### src/rtl/apb_i2c_pkg.sv
// rtl/apb_i2c_pkg.sv - shared types and constants for the APB I2C master arbiter
package apb_i2c_pkg;

    localparam int DATA_W = 32;

    localparam logic [DATA_W-1:0] ADDR_TX      = 32'h0000_0000;
    localparam logic [DATA_W-1:0] ADDR_RX      = 32'h0000_0004;
    localparam logic [DATA_W-1:0] ADDR_CONFIG  = 32'h0000_0008;
    localparam logic [DATA_W-1:0] ADDR_TIMEOUT = 32'h0000_000C;

    typedef enum logic [1:0] {
        ST_IDLE,
        ST_SETUP,
        ST_ACCESS,
        ST_RESP
    } apb_state_e;

endpackage

### src/rtl/rr_arbiter.sv
// rtl/rr_arbiter.sv - round-robin grant selection with registered last_grant
module rr_arbiter #(
    parameter int N     = 2,
    parameter int IDX_W = $clog2(N)
) (
    input  logic             PCLK,
    input  logic             PRESETn,
    input  logic [N-1:0]     req,
    input  logic             advance,
    output logic [N-1:0]     grant,
    output logic [IDX_W-1:0] grant_idx
);

    logic [IDX_W-1:0] last_grant;
    logic [IDX_W-1:0] cand_idx;
    logic             found;

    // Search upward from last_grant+1, wrapping, so the last winner has lowest priority.
    always_comb begin
        grant     = '0;
        grant_idx = last_grant;
        found     = 1'b0;
        cand_idx  = '0;
        for (int off = 1; off <= N; off++) begin
            cand_idx = IDX_W'((int'(last_grant) + off) % N);
            if (!found && req[cand_idx]) begin
                found           = 1'b1;
                grant[cand_idx] = 1'b1;
                grant_idx       = cand_idx;
            end
        end
    end

    always_ff @(posedge PCLK) begin
        if (!PRESETn) begin
            last_grant <= IDX_W'(N - 1);
        end else if (advance) begin
            last_grant <= grant_idx;
        end
    end

endmodule

### src/rtl/apb_i2c_master_arb.sv
// rtl/apb_i2c_master_arb.sv - N-requester APB master with round-robin arbitration and ACCESS watchdog
module apb_i2c_master_arb
    import apb_i2c_pkg::*;
#(
    parameter int N_REQ          = 2,
    parameter int TIMEOUT_CYCLES = 16
) (
    input  logic                         PCLK,
    input  logic                         PRESETn,
    input  logic [N_REQ-1:0]             req_valid,
    output logic [N_REQ-1:0]             req_ready,
    input  logic [N_REQ-1:0]             req_write,
    input  logic [N_REQ-1:0][DATA_W-1:0] req_addr,
    input  logic [N_REQ-1:0][DATA_W-1:0] req_wdata,
    output logic [N_REQ-1:0]             rsp_valid,
    output logic [DATA_W-1:0]            rsp_rdata,
    output logic                         rsp_err,
    output logic                         rsp_timeout,
    output logic                         PSELx,
    output logic                         PENABLE,
    output logic                         PWRITE,
    output logic [DATA_W-1:0]            PADDR,
    output logic [DATA_W-1:0]            PWDATA,
    input  logic [DATA_W-1:0]            PRDATA,
    input  logic                         PREADY,
    input  logic                         PSLVERR
);

    localparam int IDX_W = $clog2(N_REQ);
    localparam int WD_W  = $clog2(TIMEOUT_CYCLES + 1);
    localparam logic [N_REQ-1:0] ONE = {{(N_REQ-1){1'b0}}, 1'b1};

    apb_state_e       state;
    logic [IDX_W-1:0] owner;
    logic [IDX_W-1:0] win_idx;
    logic [N_REQ-1:0] grant;
    logic [WD_W-1:0]  wd;
    logic             accept;

    assign accept    = (state == ST_IDLE) && (|req_valid);
    assign req_ready = (state == ST_IDLE) ? grant : '0;

    rr_arbiter #(.N(N_REQ), .IDX_W(IDX_W)) u_arb (
        .PCLK      (PCLK),
        .PRESETn   (PRESETn),
        .req       (req_valid),
        .advance   (accept),
        .grant     (grant),
        .grant_idx (win_idx)
    );

    always_ff @(posedge PCLK) begin
        if (!PRESETn) begin
            state       <= ST_IDLE;
            PSELx       <= 1'b0;
            PENABLE     <= 1'b0;
            PWRITE      <= 1'b0;
            PADDR       <= '0;
            PWDATA      <= '0;
            owner       <= '0;
            wd          <= '0;
            rsp_valid   <= '0;
            rsp_rdata   <= '0;
            rsp_err     <= 1'b0;
            rsp_timeout <= 1'b0;
        end else begin
            case (state)
                ST_IDLE: begin
                    if (accept) begin
                        PWRITE <= req_write[win_idx];
                        PADDR  <= req_addr[win_idx];
                        PWDATA <= req_wdata[win_idx];
                        owner  <= win_idx;
                        PSELx  <= 1'b1;
                        state  <= ST_SETUP;
                    end
                end
                ST_SETUP: begin
                    PENABLE <= 1'b1;
                    wd      <= '0;
                    state   <= ST_ACCESS;
                end
                ST_ACCESS: begin
                    if (PREADY) begin
                        rsp_rdata   <= PWRITE ? '0 : PRDATA;
                        rsp_err     <= PSLVERR;
                        rsp_timeout <= 1'b0;
                        rsp_valid   <= ONE << owner;
                        PSELx       <= 1'b0;
                        PENABLE     <= 1'b0;
                        wd          <= '0;
                        state       <= ST_RESP;
                    end else if (wd == WD_W'(TIMEOUT_CYCLES - 1)) begin
                        // Slave never answered: release the bus and report a timeout.
                        rsp_rdata   <= '0;
                        rsp_err     <= 1'b1;
                        rsp_timeout <= 1'b1;
                        rsp_valid   <= ONE << owner;
                        PSELx       <= 1'b0;
                        PENABLE     <= 1'b0;
                        wd          <= '0;
                        state       <= ST_RESP;
                    end else begin
                        wd <= wd + 1'b1;
                    end
                end
                ST_RESP: begin
                    rsp_valid <= '0;
                    state     <= ST_IDLE;
                end
                default: state <= ST_IDLE;
            endcase
        end
    end

endmodule

### config.mk
export PLATFORM = sky130hd
export DESIGN_NAME = apb_i2c_master_arb
export DESIGN_NICKNAME = d
export VERILOG_FILES = /design/src/rtl/apb_i2c_pkg.sv /design/src/rtl/rr_arbiter.sv /design/src/rtl/apb_i2c_master_arb.sv
export SDC_FILE = /design/constraint.sdc
export NUM_CORES = 1
export LEC_CHECK = 0
export ABC_CLOCK_PERIOD_IN_PS = 1600
export CORE_ASPECT_RATIO = 2
export CORE_MARGIN = 3
export CORE_UTILIZATION = 35
export CTS_BUF_LIST = sky130_fd_sc_hd__clkbuf_8
export DETAILED_ROUTE_END_ITERATION = 10
export HOLD_SLACK_MARGIN = 0.08
export PLACE_DENSITY = 0.8
export SLEW_MARGIN = 20
export SYNTH_ARGS = -nofsm -noshare
export SYNTH_HDL_FRONTEND = slang
export SYNTH_HIERARCHICAL = 1
export SYNTH_SLANG_ARGS = --single-unit
### constraint.sdc
create_clock -name PCLK -period 1.6 [get_ports PCLK]
set_input_delay 0.16 -clock PCLK [delete_from_list [all_inputs] [get_ports PCLK]]
set_output_delay 0.16 -clock PCLK [all_outputs]
set_load 0.05 [all_outputs]
== After elaboration in Yosys (flattened, before gate mapping) ==
Index checks and enable logic that the tools add are counted.

* Register bits after elaboration: 112
* Input bits: 168
* Output and inout port bits: 105

* Add/sub/neg operators: 3
* Magnitude comparators: 5
* Equality and inequality tests: 6
* Shift operators: 1
* Mux-type cells: 41
* Bitwise operators: 1
* Reductions and logical operators: 17

{| class="wikitable"
|+ Operators with widths
! kind !! number
|-
| 2-to-1 mux 32 bit || 7
|-
| 2-to-1 mux 1 bit || 17
|-
| 2-to-1 mux 2 bit || 8
|-
| 2-to-1 mux 5 bit || 2
|-
| one-hot mux 5 bit (2 select lines) || 1
|-
| AND reduction 2 bit || 5
|-
| one-hot mux 2 bit (4 select lines) || 1
|-
| nonzero test 2 bit || 4
|-
| < comparator 1 x 2 -> 1 bit, second input constant || 3
|-
| adder 5 x 1 -> 5 bit, second input constant || 1
|-
| equality test 5 x 4 -> 1 bit, second input constant || 1
|-
| equality test 2 bit, second input constant || 2
|-
| logical AND 1 bit || 4
|-
| one-hot mux 1 bit (2 select lines) || 2
|-
| one-hot mux 2 bit (2 select lines) || 1
|-
| != test 3 bit, second input constant || 1
|-
| AND reduction 3 bit || 1
|-
| adder 1 bit, second input constant || 2
|-
| demux 1 bit (select 1 bit) || 2
|-
| equality test 2 x 1 -> 1 bit, second input constant || 1
|-
| >= comparator 1 bit, second input constant || 2
|-
| zero test 2 bit || 1
|-
| != test 2 bit, second input constant || 1
|-
| bitwise OR 2 bit || 1
|-
| other kinds (3) || 3
|}

== Depth between registers and ports, before layout ==
Gate-level depths: netlist of the first run.

* Depth in word-level cells: 9
* Mapped depth: 8
* Depth with buffers taken out: 5

== Cells and area by module ==
Netlist of the first run, hierarchy kept.

{| class="wikitable"
|+ By module, submodules not included
! module !! times used !! cells an instance !! area an instance (um^2)
|-
| apb_i2c_master_arb || 1 || 443 || 4,511.8
|-
| rr_arbiter || 1 || 9 || 68.8
|}

== Least setup slack after synthesis of the first run ==
Ideal clock, no wire load.

* Path type: flip-flop to flip-flop
* Start point: register state[0]
* End point: register rsp_valid[0]
* Library setup time: 92 ps
* Data arrival time: 1,518 ps
* Slack: -10 ps
* Stages on the path, launching flop included: 7
* Period minus slack after synthesis: 1,610 ps
* Path through: dfxtp_1 -> inv_1 -> ha_1 -> and2b_2 -> buf_6 -> a211o_2 -> o32ai_1

* Cells in the longest elaborated chain, start to end: 3
* Elaborated cells on any way between the ends: 6

{| class="wikitable"
|+ Ends and longest elaborated chain
! item !! RTL line !! RTL
|-
| start: declaration || apb_i2c_master_arb.sv:33 || <nowiki>apb_state_e state;</nowiki>
|-
| start signal: assignment || apb_i2c_master_arb.sv:54 || <nowiki>state <= ST_IDLE;</nowiki>
|-
| start signal: assignment || apb_i2c_master_arb.sv:75 || <nowiki>state <= ST_SETUP;</nowiki>
|-
| start signal: assignment || apb_i2c_master_arb.sv:81 || <nowiki>state <= ST_ACCESS;</nowiki>
|-
| equality test 2 bit || apb_i2c_master_arb.sv:67 || <nowiki>case (state)</nowiki>
|-
| != test 3 bit (no source line) or nonzero test 2 bit (tied branches) || n/a ||
|-
| AND reduction 2 bit (no source line) || n/a ||
|-
| end signal: assignment || apb_i2c_master_arb.sv:88 || <nowiki>rsp_valid <= ONE << owner;</nowiki>
|-
| end signal: assignment || apb_i2c_master_arb.sv:98 || <nowiki>rsp_valid <= ONE << owner;</nowiki>
|-
| end: declaration || apb_i2c_master_arb.sv:15 || <nowiki>output logic [N_REQ-1:0] rsp_valid,</nowiki>
|}

Parallel ways exist; a longest one is shown, timed or not.
A chain may end at the register's enable or synchronous reset.

== Worst setup path after layout of the first run ==
* Start point: register wd[1]
* End point: register rsp_valid[0]

* Cells in the longest elaborated chain, start to end: 3

{| class="wikitable"
|+ Ends and longest elaborated chain
! item !! RTL line !! RTL
|-
| start: declaration || apb_i2c_master_arb.sv:37 || <nowiki>logic [WD_W-1:0] wd;</nowiki>
|-
| start signal: assignment || apb_i2c_master_arb.sv:104 || <nowiki>wd <= wd + 1'b1;</nowiki>
|-
| equality test 5 x 4 -> 1 bit || apb_i2c_master_arb.sv:93 || <nowiki>end else if (wd == WD_W'(TIMEOUT_CYCLES - 1)) begin</nowiki>
|-
| != test 3 bit (no source line) || n/a ||
|-
| AND reduction 2 bit (no source line) || n/a ||
|}

No other way between the ends.

==> results.json, run 1 <==
{
  "track_usage_pct": 19.6,
  "cts_buffers": 9,
  "crit_arrival_ns": 1.86,
  "hpwl_um": 11800,
  "htree_levels": 3,
  "hp-class": "in -> reg",
  "final-setup-viol-count": 0,
  "fin_nets": 909,
  "wl_per_cell_um": 17.1,
  "maxSlewHeadroom_pct": 76.9,
  "p_leak_nw": 3.37,
  "ys_seq_area_share_pct": 48.9,
  "vias": 4566,
  "start_util_pct": 36.1,
  "fin_tns_setup_ns": 0,
  "finalMaxSlewViolations": 0,
  "antenna_found_initial": 0,
  "die_y_um": 168,
  "setup_ws_ns": 0.0185,
  "power-per-cell-area_nw_per_um2": 1790,
  "p_seq_share_pct": 28.9,
  "critPathRequiredTime_ns": 1.88,
  "p_clk_share_pct": 12.5,
  "grt_pass1_vias": 4644,
  "crit_path_top_delay_cell": "a211o_2",
  "finalHoldViolations": 0,
  "p_int_mw": 7.51,
  "nFillCells": 1044,
  "diodes": 0,
  "totalWireLength_um": 15200,
  "grt_pass1_wl_um": 22700,
  "period_share_pct": 98.8,
  "syn_nets": 625,
  "placement_rows": 58,
  "dieArea_um2": 14600,
  "viasPerCell": 5.12,
  "port-buffer-count": 272,
  "crit_fanout": 6,
  "path_clk_slew_ns": 0.11,
  "overflow": 0,
  "syn_area_um2": 4580,
  "cp_cell_sequence": "ha_4 > nand4b_1 > a211o_2 > o32ai_2",
  "max_freq_mhz": 632,
  "combPwrFrac_pct": 58.6,
  "dieWidth_um": 86.9,
  "crit_path_max_incr_delay_ns": 0.44,
  "switching_share_pct": 46.4,
  "yosys_warnings": 6,
  "drive_above_1_share_pct": 24.2,
  "start_kind": "flop",
  "synth_cells": 452,
  "final_area_um2": 7830,
  "hold_buffers": 0,
  "tritoncts": "yes",
  "postRouteAntennaNets": 0,
  "fin_hold_ws_ns": 0.383,
  "p_sw_mw": 6.50,
  "drt-pass1-iter-count": 4,
  "pre_cts_slack_ns": -0.122,
  "clock-root-buffer": "clkbuf_8",
  "cts_buffer_depth": 2,
  "final_cells": 891,
  "end_kind": "flop",
  "routabilityCongestion": 0.803,
  "finalCriticalPeriod_ns": 1.58,
  "crit_type": "reg -> reg",
  "ys_seq_elements": 112,
  "status": "completed",
  "synth_area_per_cell_um2": 10.1,
  "grt_max_degree": 72,
  "finalClockSkew_ns": 0.0103,
  "placed_area_um2": 7470,
  "drc": 0,
  "drt_iter0_drc": 125,
  "core-area_um2": 12700,
  "cts_num_sinks": 112,
  "clkLatencyLatePin_ns": 0.37,
  "areaGrowthSynthToFinish_pct": 71.0,
  "ir_drop_mv": 1.11,
  "worstMarginPinSlew_ns": 0.347,
  "synth.distinct_cells": 39,
  "drv_cap": 0,
  "pin_count": 273,
  "dp.cells": 867
}
## cell usage in the layout (no fill, tap or decap), drive strengths merged, types with 4 or more instances in the layout
cell type	n
a211oi	66
a21oi	11
a22o	32
buf	142
clkbuf	11
clkdlybuf4s50	167
dfxtp	112
ha	5
inv	11
mux2i	67
nand2	11
nor2	69
o21ai	4
## layer usage
layer | GRT usage, % | vias up | part of all wire [%]
met5 | 0 | - | 0
met4 | 7.73 | 0 | 2.7
met3 | 4.90 | 26 | 7.9
met2 | 37.9 | 203 | 56
met1 | 18.7 | 2119 | 34
li1 | - | 2218 | -
## synthesized netlist by cell type, drive strengths merged
| cell | count | area [µm²] |
|---|---|---|
| a31oi | 1 | 6.26 |
| o22ai | 1 | 6.26 |
| dfxtp | 112 | 2240 |
| nor3 | 1 | 10.0 |
| o221a | 1 | 11.3 |
| nor2 | 69 | 259 |
| or3 | 1 | 6.26 |
| o211a | 1 | 10.0 |
| a21boi | 1 | 7.51 |
| or4b | 1 | 10.0 |
| and2 | 3 | 18.8 |
| buf | 24 | 141 |
| clkbuf | 14 | 56.3 |
| a211oi | 66 | 495 |
| a21oi | 11 | 55.1 |
| a211o | 2 | 18.8 |
| inv | 8 | 30.0 |
| o311a | 1 | 10.0 |
| ha | 5 | 62.6 |
| nor2b | 1 | 6.26 |
| nand4 | 2 | 12.5 |
| nand2 | 11 | 41.3 |
| a22o | 32 | 280 |
| nand2b | 1 | 6.26 |
| o21a | 1 | 7.51 |
| and3 | 1 | 6.26 |
| and2b | 1 | 8.76 |
| nand4b | 3 | 26.3 |
| o21ai | 4 | 23.8 |
| o32ai | 1 | 8.76 |
| nor3b | 2 | 15.0 |
| nand3 | 2 | 10.0 |
| mux2i | 67 | 671 |
## final timing paths
check	startpoint	end	slack, ns	cells after the start
worst max-delay path	wd[1]	rsp_valid[0]	0.02	4
worst min register to register	rsp_timeout	rsp_timeout	0.44	2
worst max register to register	wd[1]	rsp_valid[0]	0.02	4
worst min-delay path	PRDATA[16]	rsp_rdata[16]	0.38	2
## worst max-delay path, delay by kind of cell (launching register included)
| kind | cells | cell delay [ns] |
|---|---|---|
| flops | 1 | 0.38 |
| fa+ha+maj | 1 | 0.16 |
| compound gates | 2 | 0.67 |
| simple gates | 1 | 0.28 |
## stage by stage
| step | total power, mW | util (%) |
|---|---|---|
| floorplan | 9.11 | - |
| global placement | 11.8 | 58.8 |
| detailed placement | 12.0 | 58.8 |
| CTS | 13.8 | 60.6 |
| global route | 14.8 | 61.7 |
| finish | 14.0 | 61.7 |
## registers in the layout, summed over array words and instances, names as in the netlist
name	flops
PADDR	32
PWDATA	32
rsp_rdata	32
wd	5
rsp_valid	2
state	2
PENABLE	1
PSELx	1
PWRITE	1
owner	1
rsp_err	1
rsp_timeout	1
u_arb/last_grant	1
## kinds of logic after synthesis
| family | synth area share, % |
|---|---|
| and+or+nand+nor | 9.53 |
| buffers and inverters | 4.97 |
| AOI/OAI and AO/OA | 20.5 |
| adders and majority gates | 1.37 |
| DFF | 48.9 |
| muxes | 14.6 |
## layout make-up
type / instances / area, µm² / area share, %
inverters: 8 / 30.0 / 0.383
well taps: 150 / 188 / 2.40
multi-input cells: 294 / 2190 / 28.0
repair buffers: 311 / 2960 / 37.8
clock inverters: 7 / 86.3 / 1.10
flip-flops and latches: 112 / 2250 / 28.7
clock buffers: 9 / 124 / 1.58
## power by group through the flow
stage                     combinational (mW)  clock, mW  sequential [mW]
after CTS                               7.94       1.83             4.04
after floorplan                         2.52          0             6.59
after detailed placement                7.90          0             4.08
final                                   8.22       1.75             4.05
after global placement                  7.72          0             4.06
after global routing                    8.72       1.90             4.15
## repair_timing
item | in CTS | in global routing
setup endpoints to repair | 25 | 82
endpoints found under the hold margin | 0 | 0
setup buffers | 1 | 5
pin swaps | 0 | 2
resized for setup | 4 | 10
cloned | 0 | 2
Power figures use the tool's default switching activity.
==> run 2: changes to the inputs <==
--- a/config.mk
+++ b/config.mk
@@ -6,13 +6,13 @@
 export NUM_CORES = 1
 export LEC_CHECK = 0
 export ABC_CLOCK_PERIOD_IN_PS = 1600
-export CORE_ASPECT_RATIO = 2
-export CORE_MARGIN = 3
-export CORE_UTILIZATION = 35
+export CORE_AREA = 3 3 106 108
 export CTS_BUF_LIST = sky130_fd_sc_hd__clkbuf_8
 export DETAILED_ROUTE_END_ITERATION = 10
+export DIE_AREA = 0 0 109 111
+export DONT_BUFFER_PORTS = 1
 export HOLD_SLACK_MARGIN = 0.08
-export PLACE_DENSITY = 0.8
+export PLACE_DENSITY = 0.61
 export SLEW_MARGIN = 20
 export SYNTH_ARGS = -nofsm -noshare
 export SYNTH_HDL_FRONTEND = slang
==> run 2 against run 1 <==
Synthesized cell count is the same. Synthesized area is the same. The flow now stops in 4_1_cts.
==> results.json, run 2 <==
{
  "yosysMostFrequentCell": "dfxtp_1",
  "synth_top_area_share_pct": 48.9,
  "placement_rows": 37,
  "ctsResizeCount": 6,
  "start_util_pct": 44.4,
  "ys_seq_area_share_pct": 48.9,
  "htree_levels": 3,
  "stop_stage": "4_1_cts",
  "syn_nets": 625,
  "hpwl_um": 9400,
  "hold_buffers": 133,
  "pin_count": 273,
  "routabilityCongestion": 0.837,
  "synth_cells": 452,
  "synthArstFlopShare_pct": 0,
  "dominantRegCellSynth": "dfxtp_1",
  "synth_area_per_cell_um2": 10.1,
  "cts_buffers": 9,
  "status": "did not finish",
  "synth.area.top_cells": "dfxtp_1 (49%), mux2i_1 (15%), a211oi_1 (11%)",
  "ys_top_cells_by_count": "dfxtp_1 (112), nor2_1 (69), mux2i_1 (67)",
  "cts_buffer_depth": 2,
  "synth.distinct_cells": 39,
  "port-buffer-count": 0,
  "clock-root-buffer": "clkbuf_8",
  "error": "[ERROR RSZ-0060] Max buffer count reached.",
  "post-cts-setup-buffers": 0,
  "dieWidth_um": 109,
  "yosysTopAreaCell": "dfxtp_1",
  "yosys_warnings": 6,
  "ys_seq_elements": 112,
  "cts_num_sinks": 112,
  "synth_edf_count": 0,
  "die_y_um": 111,
  "syn_area_um2": 4580
}
[run 2: cell counts after synthesis]
Identical to the previous run, type by type.
[run 2: cell families after synthesis]
family | after synthesis | share of synthesized area (%)
multiplexers | 67 | 14.6
AND/OR/NAND/NOR | 99 | 9.53
buffers and inverters | 46 | 4.97
AO/OA/AOI/OAI | 123 | 20.5
flip-flops | 112 | 48.9
adder cells (fa/ha/maj) | 5 | 1.37
[run 2: per-stage QoR]
step	TNS (ns)	worst slack [ns]	instance area, µm²	hold WS [ns]	instances
2_1_floorplan	0	0.0357	4580	0.219	452
3_3_place_gp	0	0.0325	5390	0.223	646
3_5_place_dp	-0.0287	-0.0256	5390	0.231	646
==> run 3: changes to the inputs <==
--- a/config.mk
+++ b/config.mk
@@ -5,14 +5,12 @@
 export SDC_FILE = /design/constraint.sdc
 export NUM_CORES = 1
 export LEC_CHECK = 0
-export ABC_CLOCK_PERIOD_IN_PS = 1600
-export CORE_AREA = 3 3 106 108
-export CTS_BUF_LIST = sky130_fd_sc_hd__clkbuf_8
+export ABC_CLOCK_PERIOD_IN_PS = 2100
+export CORE_MARGIN = 3
+export CORE_UTILIZATION = 35
 export DETAILED_ROUTE_END_ITERATION = 10
-export DIE_AREA = 0 0 109 111
 export DONT_BUFFER_PORTS = 1
-export HOLD_SLACK_MARGIN = 0.08
-export PLACE_DENSITY = 0.61
+export PLACE_DENSITY_LB_ADDON = 0.15
 export SLEW_MARGIN = 20
 export SYNTH_ARGS = -nofsm -noshare
 export SYNTH_HDL_FRONTEND = slang
==> constraint.sdc (replaced) <==
create_clock -name PCLK -period 2.1 [get_ports PCLK]
set_input_delay 0.21 -clock PCLK [delete_from_list [all_inputs] [get_ports PCLK]]
set_output_delay 0.21 -clock PCLK [all_outputs]
set_load 0.05 [all_outputs]
==> run 3 against run 2 <==
The run now ends clean.
==> results.json, run 3 (synthesis results as in run 1) <==
{
  "critical-path-top-delay-family": "compound AO/OA/AOI/OAI gates",
  "clkLatencyLatePin_ns": 0.34,
  "wl_per_cell_um": 18.0,
  "port-buffer-count": 0,
  "drive_above_1_share_pct": 7.38,
  "grt_max_degree": 72,
  "vias": 3393,
  "period_share_pct": 86.8,
  "viasPerCell": 5.25,
  "hold_depth": 1,
  "p_clk_share_pct": 19.6,
  "clock-root-buffer": "clkbuf_16",
  "hpwl_um": 8290,
  "fin_nets": 642,
  "finalMaxSlewViolations": 0,
  "worst-path-stages": 6,
  "crit_type": "reg -> reg",
  "drc": 0,
  "fin_tns_setup_ns": 0,
  "status": "completed",
  "grt_pass1_wl_um": 17600,
  "maxSlewHeadroom_pct": 47.8,
  "placement_rows": 41,
  "final_common_cell": "dfxtp_1",
  "max_freq_mhz": 549,
  "finalHoldViolations": 0,
  "cts_buffer_depth": 2,
  "path_clk_slew_ns": 0.07,
  "drv_cap": 0,
  "drt_iter0_drc": 150,
  "routabilityCongestion": 0.764,
  "diodes": 0,
  "rsz0062_at_grt": "false",
  "crit_path_max_incr_delay_ns": 0.35,
  "p_sw_mw": 4.51,
  "crit_fanout": 33,
  "post-cts-setup-buffers": 0,
  "dieWidth_um": 120,
  "areaGrowthSynthToFinish_pct": 17.7,
  "cp_cell_sequence": "inv_1 > ha_1 > inv_1 > o311a_1 > buf_4 > a22o_1",
  "switching_share_pct": 48.6,
  "ff2ff_path_depth": 6,
  "cts_buffers": 9,
  "end_kind": "flop",
  "core-area_um2": 12700,
  "critPathBufInv": 3,
  "htree_levels": 3,
  "antenna_found_initial": 0,
  "final_area_um2": 5390,
  "ir_drop_mv": 0.748,
  "postRouteAntennaNets": 0,
  "worstMarginPinSlew_ns": 0.783,
  "p_seq_share_pct": 54.5,
  "start_kind": "flop",
  "finalClockSkew_ns": 0.00544,
  "finalCriticalPeriod_ns": 1.82,
  "cts_num_sinks": 112,
  "dieArea_um2": 14500,
  "layout_common_cells": "dfxtp_1 (112), nor2_1 (69), mux2i_1 (67)",
  "utilization_pct": 42.4,
  "placed_area_um2": 4750,
  "combPwrFrac_pct": 25.8,
  "power_mw": 9.27,
  "p_int_mw": 4.77,
  "largestRegisters": "PADDR: 32 flops, PWDATA: 32 flops, rsp_rdata: 32 flops",
  "overflow": 0,
  "tritoncts": "yes",
  "hp-class": "in -> reg",
  "critPathRequiredTime_ns": 2.33,
  "p_leak_nw": 2.14,
  "track_usage_pct": 15.4,
  "grt_pass1_vias": 3330,
  "power-per-cell-area_nw_per_um2": 1720,
  "crit_path_frequent_cell": "inv_1",
  "crit_path_top_delay_cell": "dfxtp_1",
  "pin_count": 273,
  "fin_hold_ws_ns": 0.0204,
  "drt-pass1-iter-count": 4,
  "die_y_um": 120,
  "crit_arrival_ns": 2.05,
  "totalWireLength_um": 11600,
  "final-setup-viol-count": 0,
  "start_util_pct": 36.0
}
run 3: final timing paths:
path / from / to / slack, ns
hold reg to reg: wd[4] / wd[4] / 0.48
hold / removal: PRDATA[3] / rsp_rdata[3] / 0.02
setup / recovery: state[0] / rsp_rdata[22] / 0.28
setup reg to reg: state[0] / rsp_rdata[22] / 0.28
run 3: area by class of cell:
type,instances,area (µm²)
fill,1232,7330
tap,172,215
timing repair buffer,44,448
sequential,112,2240
clock inverter,6,92.6
multi-input combinational,294,2140
clock buffer,10,229
inverter,8,30.0
run 3: power by group through the flow:
| stage | registers (mW) | logic (mW) | clock network (mW) |
|---|---|---|---|
| after CTS | 5.08 | 2.43 | 1.88 |
| after global placement | 5.13 | 2.31 | 0 |
| after floorplan | 5.02 | 1.92 | 0 |
| after detailed placement | 5.13 | 2.37 | 0 |
| final | 5.06 | 2.40 | 1.82 |
| after global routing | 5.14 | 2.72 | 1.97 |
run 3: layer usage:
layer  vias to the layer above  share of wire [%]  global-route usage [%]
met1                      1510                 39                    16.8
met5                         -                  0                       0
met4                         0                1.6                    5.95
li1                       1694                  -                       -
met2                       179                 48                    26.6
met3                        10                 11                    6.13
run 3: per-stage QoR:
stage | worst slack [ns] | instances
finish | 0.278 | 646
floorplan | 0.490 | 452
detailed placement | 0.328 | 598
CTS | 0.293 | 646
global route | 0.164 | 646
global placement | 0.404 | 598
run 3: repair_timing:
item                      4_1_cts  5_1_grt
hold buffers                   32        0
hold endpoints to repair       38        0
gates resized for setup         0        0
==> run 4: changes to the inputs <==
--- a/config.mk
+++ b/config.mk
@@ -6,11 +6,11 @@
 export NUM_CORES = 1
 export LEC_CHECK = 0
 export ABC_CLOCK_PERIOD_IN_PS = 2100
-export CORE_MARGIN = 3
+export CORE_MARGIN = 4
 export CORE_UTILIZATION = 35
 export DETAILED_ROUTE_END_ITERATION = 10
 export DONT_BUFFER_PORTS = 1
-export PLACE_DENSITY_LB_ADDON = 0.15
+export PLACE_DENSITY_LB_ADDON = 0.3
 export SLEW_MARGIN = 20
 export SYNTH_ARGS = -nofsm -noshare
 export SYNTH_HDL_FRONTEND = slang
==> run 4 against run 3 <==
Routed wire length rose by 2.7%. Clock skew rose by 0.0032 ns. Die area rose by 3.3%. Worst setup slack got worse by 0.0075 ns. Final area fell by 0.63%. Flip-flop and latch count did not move.
==> results.json, run 4 (synthesis results as in run 1) <==
{
  "status": "completed",
  "antenna_found_initial": 0,
  "die_y_um": 122,
  "start_kind": "flop",
  "ff2ff_path_depth": 6,
  "final_area_um2": 5360,
  "final_cells": 644,
  "port-buffer-count": 0,
  "grt_max_degree": 65,
  "layout_common_cells": "dfxtp_1 (112), nor2_1 (69), mux2i_1 (67)",
  "fin_tns_setup_ns": 0,
  "post-cts-setup-buffers": 0,
  "finalHoldViolations": 0,
  "hold_depth": 1,
  "placement_rows": 41,
  "wl_met1_um": 4410,
  "drt_iter0_drc": 74,
  "drc": 0,
  "cts_buffer_depth": 2,
  "r2r_start": "state[0]",
  "totalWireLength_um": 11900,
  "wl_met2_um": 5810,
  "crit_arrival_ns": 2.05,
  "crit_fanout": 33,
  "vias": 3423,
  "power-per-cell-area_nw_per_um2": 1710,
  "rsz0062_at_grt": "false",
  "cts_buffers": 9,
  "maxSlewHeadroom_pct": 62.2,
  "pin_count": 273,
  "dieWidth_um": 122,
  "utilization_pct": 42.1,
  "dp.cells": 598,
  "finalCriticalPeriod_ns": 1.83,
  "grt_pass1_vias": 3378,
  "end_kind": "flop",
  "critPathRequiredTime_ns": 2.32,
  "track_usage_pct": 14.8,
  "top_layer": "met4",
  "hpwl_um": 8720,
  "power_mw": 9.17,
  "drt-pass1-iter-count": 4,
  "clock-root-buffer": "clkbuf_16",
  "drv_cap": 0,
  "max_freq_mhz": 547,
  "path_clk_slew_ns": 0.07,
  "r2r_setup_slack_ns": 0.27,
  "grt_pass1_wl_um": 17400,
  "start_util_pct": 36.0,
  "overflow": 0,
  "tritoncts": "yes",
  "core-area_um2": 12700,
  "finalMaxSlewViolations": 0,
  "regToRegEndpoint": "rsp_rdata[12]",
  "routabilityCongestion": 0.753,
  "min_from": "PRDATA[6]",
  "hp-class": "in -> reg",
  "crit_type": "reg -> reg",
  "postRouteAntennaNets": 0,
  "whs_endpoint": "rsp_rdata[6]",
  "diodes": 0,
  "clkLatencyLatePin_ns": 0.34,
  "period_share_pct": 87.1,
  "final_common_cell": "dfxtp_1",
  "largestRegisters": "PADDR: 32 flops, PWDATA: 32 flops, rsp_rdata: 32 flops",
  "worstMarginPinSlew_ns": 0.566,
  "cts_num_sinks": 112,
  "placed_area_um2": 4750,
  "viasPerCell": 5.32,
  "htree_levels": 3,
  "areaGrowthSynthToFinish_pct": 17.0,
  "wl_per_cell_um": 18.5,
  "finalClockSkew_ns": 0.00867,
  "dieArea_um2": 15000,
  "fin_nets": 641,
  "ir_drop_mv": 0.709,
  "wl_met3_um": 1500,
  "drive_above_1_share_pct": 7.20,
  "p_leak_nw": 2.13,
  "final-setup-viol-count": 0
}
[run 4: cell count changes in the layout (fill, tap and decap cells not counted), sizes merged]
cell	change
bufinv	-1
clkinv	+1
clkinvlp	-1
clkbuf	+1
inv	-1
dlygate4sd3	-1
[run 4: per-stage QoR]
step                      worst slack, ns  hold slack [ns]
final                               0.270           0.0187
after global routing                0.170          0.00152
after CTS                           0.318         0.000195
after detailed placement            0.329            0.276
after global placement              0.423            0.274
after floorplan                     0.490            0.269
[run 4: layer usage]
| layer | vias to the layer above | global-route usage [%] |
|---|---|---|
| met5 | - | 0 |
| met4 | 0 | 6.37 |
| met2 | 175 | 25.4 |
| li1 | 1692 | - |
| met3 | 12 | 7.10 |
| met1 | 1544 | 15.5 |
[run 4: final cells by class]
class	instances	area (µm²)
timing repair buffer	43	438
sequential	112	2240
inverter	8	30.0
clock buffer	11	243
clock inverter	4	55.1
multi-input combinational	294	2140
fill	1225	7360
tap	172	215
[run 4: critical path: stages, from the launching register on]
cell     delay (ns)
dfxtp_1        0.34
inv_1          0.09
ha_1           0.30
inv_1          0.15
o311a_1        0.35
buf_4          0.24
a22o_1         0.23
[run 4: report_power, final]
part	leakage [nW]	switching, mW	internal, mW
logic	1.07	1.39	0.997
clock network	0.142	0.735	0.956
registers	0.921	2.36	2.73
[run 4: worst max-delay path by stage]
| stage | endpoint | cells after the start | start |
|---|---|---|---|
| 2_1_floorplan | rsp_valid[0] | 6 | state[0] |
| 3_3_place_gp | rsp_rdata[20] | 6 | state[0] |
| 3_5_place_dp | rsp_rdata[18] | 6 | state[0] |
| 4_1_cts | rsp_rdata[6] | 6 | state[0] |
| 5_1_grt | rsp_rdata[14] | 6 | state[0] |
| 6_report | rsp_rdata[12] | 6 | state[0] |
[run 4: timing repair]
item,in CTS,in global routing
gates resized for setup,0,0
endpoints found under the hold margin,36,0
hold buffers,31,0
